<file path="src/rtl/hazard_ctrl.sv">
// rtl/hazard_ctrl.sv - scoreboard hazard, redirect-flush and freeze control for fetch/decode
module hazard_ctrl #(
    parameter int FLUSH_CYCLES = 2,
    parameter int MAX_INFLIGHT = 4,
    parameter int CNT_W        = 16
) (
    input  logic             clk,
    input  logic             resetn,
    input  logic             id_valid,
    input  logic [4:0]       id_rs1,
    input  logic [4:0]       id_rs2,
    input  logic             id_uses_rs1,
    input  logic             id_uses_rs2,
    input  logic [4:0]       id_rd,
    input  logic             id_reg_write,
    input  logic             ex_redirect,
    input  logic             mem_busy,
    input  logic             wb_valid,
    input  logic [4:0]       wb_rd,
    output logic             issue,
    output logic             if_stall,
    output logic             id_stall,
    output logic             id_flush,
    output logic             ex_bubble,
    output logic [31:0]      busy_mask,
    output logic [4:0]       inflight,
    output logic [CNT_W-1:0] stall_cycles
);

    typedef enum logic {RUN, FLUSH} state_t;

    localparam logic [3:0] FLUSH_LOAD = 4'(FLUSH_CYCLES - 1);
    localparam logic [4:0] MAX_W      = 5'(MAX_INFLIGHT);

    state_t      state, state_nxt;
    logic [3:0]  flush_cnt, flush_cnt_nxt;
    logic [31:0] mask_nxt;
    logic [4:0]  inflight_nxt, inflight_eff;
    logic        wb_hit, set_en, cap, hazard;
    logic        pend_rs1, pend_rs2, pend_rd;

    // A writeback in the same cycle resolves the dependency: the regfile writes through.
    assign pend_rs1 = busy_mask[id_rs1] && !(wb_valid && wb_rd == id_rs1) && id_rs1 != 5'd0;
    assign pend_rs2 = busy_mask[id_rs2] && !(wb_valid && wb_rd == id_rs2) && id_rs2 != 5'd0;
    assign pend_rd  = busy_mask[id_rd]  && !(wb_valid && wb_rd == id_rd)  && id_rd  != 5'd0;

    assign wb_hit       = wb_valid && wb_rd != 5'd0 && busy_mask[wb_rd];
    assign inflight_eff = inflight - {4'd0, wb_hit};
    assign cap          = id_reg_write && id_rd != 5'd0 && inflight_eff == MAX_W;
    assign hazard       = id_valid && ((id_uses_rs1 && pend_rs1) || (id_uses_rs2 && pend_rs2) ||
                                       (id_reg_write && pend_rd) || cap);

    assign id_flush  = ex_redirect || state == FLUSH;
    assign issue     = id_valid && state == RUN && !ex_redirect && !mem_busy && !hazard;
    assign id_stall  = !id_flush && (mem_busy || (id_valid && hazard));
    assign if_stall  = id_stall;
    assign ex_bubble = !mem_busy && (id_flush || (id_valid && hazard));
    assign set_en    = issue && id_reg_write && id_rd != 5'd0;

    // Flush counter holds the FLUSH cycles still owed after the redirect cycle itself.
    always_comb begin
        state_nxt     = state;
        flush_cnt_nxt = flush_cnt;
        case (state)
            RUN: begin
                if (ex_redirect && FLUSH_CYCLES > 1) begin
                    state_nxt     = FLUSH;
                    flush_cnt_nxt = FLUSH_LOAD;
                end
            end
            FLUSH: begin
                if (ex_redirect) begin
                    flush_cnt_nxt = FLUSH_LOAD;
                end else begin
                    flush_cnt_nxt = flush_cnt - 4'd1;
                    if (flush_cnt <= 4'd1) begin
                        state_nxt     = RUN;
                        flush_cnt_nxt = 4'd0;
                    end
                end
            end
            default: begin
                state_nxt     = RUN;
                flush_cnt_nxt = 4'd0;
            end
        endcase
    end

    // Set is applied after clear so a same-register set/clear leaves the bit pending.
    always_comb begin
        mask_nxt = busy_mask;
        if (wb_valid) mask_nxt[wb_rd] = 1'b0;
        if (set_en) mask_nxt[id_rd] = 1'b1;
        mask_nxt[0] = 1'b0;
        inflight_nxt = inflight;
        if (set_en && !wb_hit && inflight < MAX_W) inflight_nxt = inflight + 5'd1;
        else if (!set_en && wb_hit) inflight_nxt = inflight - 5'd1;
    end

    always_ff @(posedge clk) begin
        if (!resetn) begin
            state        <= RUN;
            flush_cnt    <= 4'd0;
            busy_mask    <= 32'd0;
            inflight     <= 5'd0;
            stall_cycles <= '0;
        end else begin
            state     <= state_nxt;
            flush_cnt <= flush_cnt_nxt;
            busy_mask <= mask_nxt;
            inflight  <= inflight_nxt;
            if (id_stall && stall_cycles != {CNT_W{1'b1}}) stall_cycles <= stall_cycles + 1'b1;
        end
    end

endmodule

</file>
<file path="config.mk">
export PLATFORM = sky130hd
export DESIGN_NAME = hazard_ctrl
export DESIGN_NICKNAME = d
export VERILOG_FILES = /design/src/rtl/hazard_ctrl.sv
export SDC_FILE = /design/constraint.sdc
export NUM_CORES = 1
export LEC_CHECK = 0
export ABC_AREA = 1
export CAP_MARGIN = 25
export CORE_MARGIN = 4
export CORE_UTILIZATION = 53
export DETAILED_ROUTE_END_ITERATION = 8
export PLACE_DENSITY = 0.91
export SYNTH_ARGS = -nofsm -noshare
export SYNTH_HDL_FRONTEND = slang
export SYNTH_SLANG_ARGS = --single-unit
</file>
<file path="constraint.sdc">
create_clock -name clk -period 5.4 [get_ports clk]
set_input_delay 1.35 -clock clk [delete_from_list [all_inputs] [get_ports clk]]
set_output_delay 1.35 -clock clk [all_outputs]
set_load 0.05 [all_outputs]
</file>
# --- After elaboration in Yosys (flattened, before gate mapping) ---
# Index checks and enable logic that the tools add are counted.
op_classes:
  n_lt_le_gt_ge: 8
  n_reduce_logical: 52
  n_mux: 24
  n_eq_ne: 6
  addsub: 5
  bitwise_logic: 4
ops:
  columns: ["cell", "n"]
  rows:
  - ["$mux 32", 2]
  - ["$and 32x32->32", 1]
  - ["$logic_and 1x1->1", 32]
  - ["$not 32->32", 1]
  - ["$or 32x32->32", 1]
  - ["$lt 5x6->1 const B", 4]
  - ["$bmux 1 s5", 4]
  - ["$reduce_bool 5->1", 4]
  - ["$add 16x1->16 const B", 1]
  - ["$ne 16x16->1 const B", 1]
  - ["$eq 5x5->1", 3]
  - ["$mux 4", 3]
  - ["$demux 1 s5", 2]
  - ["$ge 5x1->1 const B", 2]
  - ["$mux 5", 2]
  - ["$logic_not 1->1", 9]
  - ["$mux 1", 9]
  - ["$pmux 4 s2", 1]
  - ["$logic_or 1x1->1", 6]
  - ["$add 5x1->5 const B", 1]
  - ["$eq 5x3->1 const B", 1]
  - ["$lt 5x3->1 const B", 1]
  - ["$sub 5x1->5", 1]
  - ["$sub 5x1->5 const B", 1]
  - ["other kinds (6)", 6]
totals:
  inputBits: 29
  regBits: 58
  wordCells: 105

# --- Depth between registers and ports, before layout ---
# Gate-level depths: netlist of the first run.
logic_depth:
  depth_word: 18
  depth_mapped: 26
  depth_no_buf: 26

# --- Worst setup path before layout of the first run ---
# No wires, ideal clock.
synth_timing:
  path_type: "input to output"
  from: "input port wb_rd[0]"
  to: "output port issue"
  n_path_buf: 1
  slack_ns: -0.351
  arrival_ns: 4.401
  stages: 16
  path_cell_list: "buf_2 nor2_1 a22oi_1 nand2_1 nand2_1 nand2_1 nor2_1 nand2_1 nand2_1 inv_2 ha_1 nand2_1 nor2_1 o2111ai_1 nand4_2 nor4_1"
synth_between:
  elab_chain_len: 12
  word_cells_on_any_way: 32
  cone_classes: "1 x add/sub; 4 x eq/ne; 2 x mux; 25 x reduce/logical"
synth_rtl:
  columns: ["item", "line", "rtl"]
  rows:
  - ["start: declaration", "19", "input logic [4:0] wb_rd,"]
  - ["branches (longest 8 deep; another with $sub 5x1->5)", null, null]
  - ["$logic_or 1x1->1 (*)", "51", "(id_reg_write && pend_rd) || cap);"]
  - ["$logic_and 1x1->1 (*)", "50", "assign hazard = id_valid && ((id_uses_rs1 && pend_rs1) || (id_uses_rs2 && pend_rs2) ||"]
  - ["$logic_not 1->1 (*)", "54", "assign issue = id_valid && state == RUN && !ex_redirect && !mem_busy && !hazard;"]
  - ["$logic_and 1x1->1 (*)", "54", null]
  - ["end: declaration", "20", "output logic issue,"]
# Every way passes the cells marked *. The select of a mux whose other input is x is not followed.

# --- Final worst setup path of the first run ---
layout_timing:
  from: "input port wb_rd[2]"
  to: "output port issue"
# The elaborated chain is that of the path after synthesis.

==> flow_summary_export.csv, run 1 <==
group,metric,value,unit
worst_hold_path,worst_hold_path.endpoint,"flush_cnt[1]",
layout,most_used_cells_in_the_layout_excluding_fill_and_tap_cells,"nand2_1, clkdlybuf4s50_1, nand3_1",
worst_hold_path,min_delay_path_depth,2,
global_routing,global_route.overflow_total,0,
floorplan,die_h,99.4,um
critical_path,worstPathRequired,4050,ps
floorplan,die_width,99.4,um
floorplan,io_pins,87,
detailed_routing,via_count,5628,
detailed_routing,drt-wirelength-per-cell,17.1,um
global_routing,number_of_antenna_violations_at_the_first_check_in_global_routing,0,
layout,fin_area,0.00567,mm^2
synth,synth.avg_cell_area,6.00,um^2
synth,synth.net_count,776,
worst_hold_path,worstHoldPathType,"flop to flop",
floorplan,floorplan.rows,33,
place,placedCellCount,919,
sta,max_slew_violations,0,
cts,clock_tree.root_cell,"clkbuf_8",
cts,cts_tree,"built",
floorplan,core,0.00818,mm^2
critical_path,crit_start,"wb_rd[2]",
sta,pin_slew_with_the_least_headroom_to_its_limit,745,ps
critical_path,critPathKind,"primary input to output pin",
cts,clkSinkCount,57,
place,post_dp_cell_area,0.00544,mm^2
cts,cts-buffers-inserted,9,
sta,slew_headroom,49.8,%
synth,yosys_synthesis_warning_count,0,
sta,final_hold_vios,0,
critical_path,timing.rr.start,"busy_mask[2]",
sta,setup-tns-final,0,ps
synth,register_bit_total_from_synthesis,57,
layout,post_route_cells_drive_above_1_share,8.30,%
layout,num_antenna_cells,0,
cts,clockBufferDepth,2,
synth,syn_area,0.00443,mm^2
global_routing,grt_pass1_vias,5320,
power_and_ir_drop,p_leak,2.28,nW
cts,clk_pin_slew_worst_paths,70,ps
critical_path,reg2reg_setup_slack,2030,ps
power_and_ir_drop,vdd.ir_drop.worst,0.176,mV
detailed_routing,antenna_violating_nets_post_route,0,
global_routing,grt_pass1_wl,25.5,mm
worst_hold_path,worstHoldStart,"flush_cnt[1]",
synth,dominantRegCellSynth,"dfxtp_1",
sta,grt_setup_unrepaired,"yes",
sta,setup_violations,0,
detailed_routing,finalWirelength,16.0,mm
sta,finClkSkew,11.5,ps
synth,synth_async_sr_flop_share,0,%
global_routing,grt_usage,31.6,%
cts,cts_max_level,3,
synth,synth_enable_flop_cells,0,
synth,synthesis.instances,739,
layout,finalNetCount,863,
critical_path,regToRegEndpoint,"inflight[3]",
job,max_cap_viol_count,0,
layout,final-seq-area,0.00114,mm^2
detailed_routing,drtPass1Iterations,6,
detailed_routing,vias_per_cell,6.01,
detailed_routing,drt_iter0_markers,537,
layout,layout-area-overhead-vs-synth,28.0,%
synth,post_synth_cell_types,40,
place,post-place-ws,-120,ps
place,dp_hpwl,11.4,mm
layout,multi_input_area,0.00281,mm^2
cts,clk-insertion-delay-late,350,ps
critical_path,timing.critical_path.to_type,"output pin",
sta,postLayoutSetupSlackWorst,74.8,ps
layout,n_fill_cell,686,
critical_path,timing.reg2reg.worst_path_depth,23,
sta,fin_crit_sh,98.6,%
power_and_ir_drop,power_density,197,mW/mm^2
sta,timing.fmax,188,MHz
synth,sequential_to_total_area_share_from_yosys_stat,25.7,%
cts,cts_hold_repair.buffers,0,
critical_path,crit_arrival,3980,ps
layout,final-instance-count-excl-fill,936,
place,routabilityCongestion,1.01,
place,io_buffers,85,
outcome,outcome,"finished, final reports clean",
global_routing,grt_start_max_net_pins,34,
sta,period_needed,5330,ps
floorplan,initial_utilization,54.2,%
floorplan,fp.dieArea,0.00989,mm^2
layout,layout.cells.most_common,"nand2_1",
detailed_routing,route.detailed.drc,0,
critical_path,startpoint_type,"primary input",
critical_path,critical_path_peak_fanout,7,
[cell usage after synthesis (2+ instances only)]
| master | count | area (um^2) |
|---|---|---|
| nand2_1 | 234 | 878 |
| nand3_1 | 77 | 385 |
| inv_1 | 67 | 251 |
| a21oi_1 | 59 | 295 |
| dfxtp_1 | 57 | 1140 |
| o21ai_0 | 49 | 245 |
| nor2_1 | 35 | 131 |
| nand4_1 | 26 | 163 |
| nor3_1 | 23 | 115 |
| buf_2 | 14 | 70.1 |
| o22ai_1 | 12 | 75.1 |
| buf_4 | 11 | 82.6 |
| a22oi_1 | 10 | 75.1 |
| inv_2 | 8 | 30.0 |
| ha_1 | 7 | 87.6 |
| xnor2_1 | 6 | 52.6 |
| clkbuf_1 | 5 | 18.8 |
| xor2_1 | 5 | 43.8 |
| nor4_1 | 4 | 25.0 |
| o21ai_1 | 4 | 20.0 |
| nand2_4 | 3 | 33.8 |
| buf_1 | 2 | 7.51 |
| buf_6 | 2 | 22.5 |
| nand3_2 | 2 | 20.0 |
| nor2_2 | 2 | 12.5 |
[worst max-delay path by stage]
| stage | end | cells after the start |
|---|---|---|
| after floorplan | issue | 16 |
| after global placement | if_stall | 18 |
| after detailed placement | if_stall | 18 |
| after CTS | issue | 16 |
| after global routing | issue | 16 |
| final | issue | 16 |
[flip-flops by register name, indices dropped and copies added, names as in the netlist]
signal,cells
busy_mask,31
state,1
stall_cycles,16
inflight,5
flush_cnt,4
[kinds of logic (layout without fill, tap and decap cells)]
family	Yosys count	count (layout)	synth area share, %
other cells	1	1	0.0846
fa+ha+maj	8	8	2.43
xor+xnor	11	11	2.17
compound gates	141	141	17.5
flops	57	57	25.7
simple gates	410	410	40.9
buf+inv	111	203	11.1
[power breakdown]
group	total [mW]	internal (mW)	switching (mW)
logic	0.230	0.0779	0.152
clock network	0.459	0.263	0.196
registers	0.430	0.425	0.00505
total	1.12	0.766	0.353
[critical path: stages]
cell and delay, ps:
clkdlybuf4s50_1 520, inv_1 160, nor3_1 320, o21ai_0 140, nand2_1 80, nor2_1 50, nand2_1 50, nand2_1 90
inv_2 80, ha_1 230, nand2_1 70, nor2_1 40, o2111ai_1 130, nand4_2 190, nor4_2 290, buf_12 190
[metrics by stage]
stage	hold slack, ps	utilization, %	power [mW]
6_report	487	69.4	1.12
5_1_grt	515	69.4	1.16
4_1_cts	485	69.4	1.12
3_5_place_dp	482	66.6	0.661
3_3_place_gp	454	66.6	0.657
2_1_floorplan	444	-	0.578
[layer usage]
metal / wire, um / vias to the layer above / global-route usage (%) / share of wire [%]
met5: 0 / - / 0 / 0
met2: 7700 / 352 / 53.4 / 48
met3: 1680 / 62 / 7.22 / 10
li1: - / 2650 / - / -
met1: 6160 / 2564 / 37.8 / 38
met4: 486 / 0 / 15.0 / 3.0
[layout make-up]
class                   count  area share [%]
repair buffers            111            19.1
clock inverters             7            1.79
inverters                  76            5.03
multi-input cells         571            49.5
clock buffers               9            2.18
flip-flops and latches     57            20.1
well taps                 105            2.32
[timing repair]
item	in CTS	in global routing
endpoints found under the setup margin	4	4
resized for setup	2	4
pin swaps	1	1
setup buffers	1	0
No activity file was read; power rests on OpenSTA's default activity.
==> run 2, diff against run 1 <==
--- a/config.mk
+++ b/config.mk
@@ -11,6 +11,8 @@
 export CORE_UTILIZATION = 53
 export DETAILED_ROUTE_END_ITERATION = 8
 export PLACE_DENSITY = 0.91
+export SKIP_CTS_REPAIR_TIMING = 1
+export SLEW_MARGIN = 10
 export SYNTH_ARGS = -nofsm -noshare
 export SYNTH_HDL_FRONTEND = slang
 export SYNTH_SLANG_ARGS = --single-unit
==> run 2 against run 1 <==
Clock skew decreased by 2.9 ps. Largest power group unchanged. Global-route usage shrank 0.13 points. Register-to-register slack gained 30 ps. Largest cell class unchanged. Total power increased by 0.25%. Utilization grew 0.34 points. Non-clock buffer count did not move. Sequential share of layout area decreased by 0.097 points. Routed wire length shrank 0.39%. Clock power barely moved. Critical path type unchanged. Die area stayed put. Highest routed layer unchanged. Worst setup slack better by 6.9 ps.
==> flow_summary_export.csv, run 2 (synthesized netlist as in run 1, its figures left out) <==
group,metric,value,unit
outcome,outcome,"finished, final reports clean",
worst_hold_path,worst_hold_path.endpoint,"flush_cnt[1]",
power_and_ir_drop,seqPwrFrac,38.3,%
critical_path,timing.critical_path.to_type,"output pin",
place,io_buffers,85,
place,dp_hpwl,11.4,mm
job,max_cap_viol_count,0,
critical_path,reg2reg_setup_slack,2060,ps
worst_hold_path,worstHoldPathType,"flop to flop",
worst_hold_path,worstHoldStart,"flush_cnt[1]",
critical_path,worstPathRequired,4050,ps
cts,clkSinkCount,57,
layout,layout.cells.most_common,"nand2_1",
place,post-place-ws,-120,ps
power_and_ir_drop,part_of_the_total_power_dissipated_in_the_clock_network,41.0,%
place,post_dp_cell_area,0.00544,mm^2
cts,clockBufferDepth,2,
floorplan,core,0.00818,mm^2
sta,finClkSkew,8.66,ps
critical_path,crit_arrival,3970,ps
power_and_ir_drop,p_leak,2.30,nW
layout,finalNetCount,863,
global_routing,grt_pass1_wl,25.4,mm
detailed_routing,drt-wirelength-per-cell,17.1,um
power_and_ir_drop,combinationalPowerShare,20.7,%
detailed_routing,drt_iter0_markers,599,
sta,timing.fmax,188,MHz
sta,postLayoutSetupSlackWorst,81.7,ps
global_routing,number_of_antenna_violations_at_the_first_check_in_global_routing,0,
critical_path,timing.reg2reg.worst_path_depth,23,
power_and_ir_drop,power.internal,768,uW
layout,n_fill_cell,683,
floorplan,initial_utilization,54.2,%
sta,final_hold_vios,0,
critical_path,regToRegEndpoint,"inflight[3]",
critical_path,startpoint_type,"primary input",
cts,clock_tree.root_cell,"clkbuf_8",
sta,setup-tns-final,0,ps
cts,clk-insertion-delay-late,350,ps
cts,cts_tree,"built",
floorplan,die_h,99.4,um
detailed_routing,finalWirelength,16.0,mm
layout,fin_area,0.00570,mm^2
sta,fin_crit_sh,98.5,%
power_and_ir_drop,power_switching_share,31.5,%
layout,largest_register_ff_count,31,
worst_hold_path,min_delay_path_depth,2,
sta,setup_violations,0,
floorplan,fp.dieArea,0.00989,mm^2
power_and_ir_drop,switchingPower,354,uW
global_routing,global_route.overflow_total,0,
place,routabilityCongestion,1.01,
detailed_routing,route.detailed.drc,0,
detailed_routing,via_count,5653,
critical_path,critPathKind,"primary input to output pin",
power_and_ir_drop,power_density,197,mW/mm^2
detailed_routing,vias_per_cell,6.04,
floorplan,io_pins,87,
sta,period_needed,5320,ps
global_routing,grt_usage,31.4,%
global_routing,grt_pass1_vias,5316,
detailed_routing,antenna_violating_nets_post_route,0,
sta,pin_slew_with_the_least_headroom_to_its_limit,744,ps
layout,num_antenna_cells,0,
sta,max_slew_violations,0,
layout,most_used_cells_in_the_layout_excluding_fill_and_tap_cells,"nand2_1, clkdlybuf4s50_1, nand3_1",
floorplan,floorplan.rows,33,
layout,layout_top_registers,"busy_mask (31), stall_cycles (16), inflight (5)",
critical_path,timing.rr.start,"busy_mask[17]",
cts,clk_pin_slew_worst_paths,70,ps
floorplan,die_width,99.4,um
cts,cts_max_level,3,
cts,cts-buffers-inserted,9,
global_routing,grt_start_max_net_pins,34,
layout,layout-area-overhead-vs-synth,28.6,%
power_and_ir_drop,vdd.ir_drop.worst,0.176,mV
layout,post_route_cells_drive_above_1_share,8.30,%
detailed_routing,drtPass1Iterations,5,
critical_path,critical_path_peak_fanout,7,
sta,slew_headroom,49.9,%
layout,top_register,"busy_mask",
run 2: through the flow:
stage	hold WS (ps)	utilization [%]	std cells	total power [mW]
2_1_floorplan	444	-	739	0.578
5_1_grt	515	69.7	936	1.16
6_report	486	69.7	936	1.12
3_3_place_gp	454	66.6	919	0.657
3_5_place_dp	482	66.6	919	0.661
4_1_cts	485	69.3	935	1.11
run 2: area by class of cell:
class                   count  area, um^2  area share, %
multi-input cells         571        2810           49.4
flip-flops and latches     57        1140           20.0
repair buffers            111        1100           19.4
inverters                  76         285           5.01
well taps                 105         131           2.31
clock buffers               9         124           2.17
clock inverters             7         101           1.78
run 2: per-layer routing:
metal | track usage, % | wire length (um)
met5 | 0 | 0
met4 | 14.5 | 596
met3 | 7.36 | 1730
met2 | 53.3 | 7590
met1 | 37.6 | 6050
run 2: critical path, cell delays in order:
cell	delay (ps)
clkdlybuf4s50_1	460
inv_1	290
nor3_2	100
o21ai_0	90
nand2_1	70
nor2_1	110
nand2_1	60
nand2_1	100
inv_2	50
ha_1	270
nand2_1	50
nor2_1	90
o2111ai_1	150
nand4_2	170
nand2_4	80
a21oi_4	170
buf_12	140
buf_12	130
run 2: power by group through the flow:
stage,sequential [mW],clock [mW],combinational (mW)
after detailed placement,0.440,0,0.222
after global routing,0.430,0.484,0.248
after global placement,0.439,0,0.217
after floorplan,0.451,0,0.128
after CTS,0.430,0.461,0.224
final,0.430,0.459,0.232
run 2: worst max path at each step:
| stage | start | end | slack [ps] |
|---|---|---|---|
| 4_1_cts | wb_rd[0] | if_stall | -150 |
| 2_1_floorplan | wb_rd[0] | issue | 230 |
| 3_5_place_dp | wb_rd[0] | if_stall | -120 |
| 6_report | wb_rd[2] | if_stall | 80 |
| 5_1_grt | wb_rd[2] | ex_bubble | -20 |
| 3_3_place_gp | wb_rd[0] | if_stall | 10 |
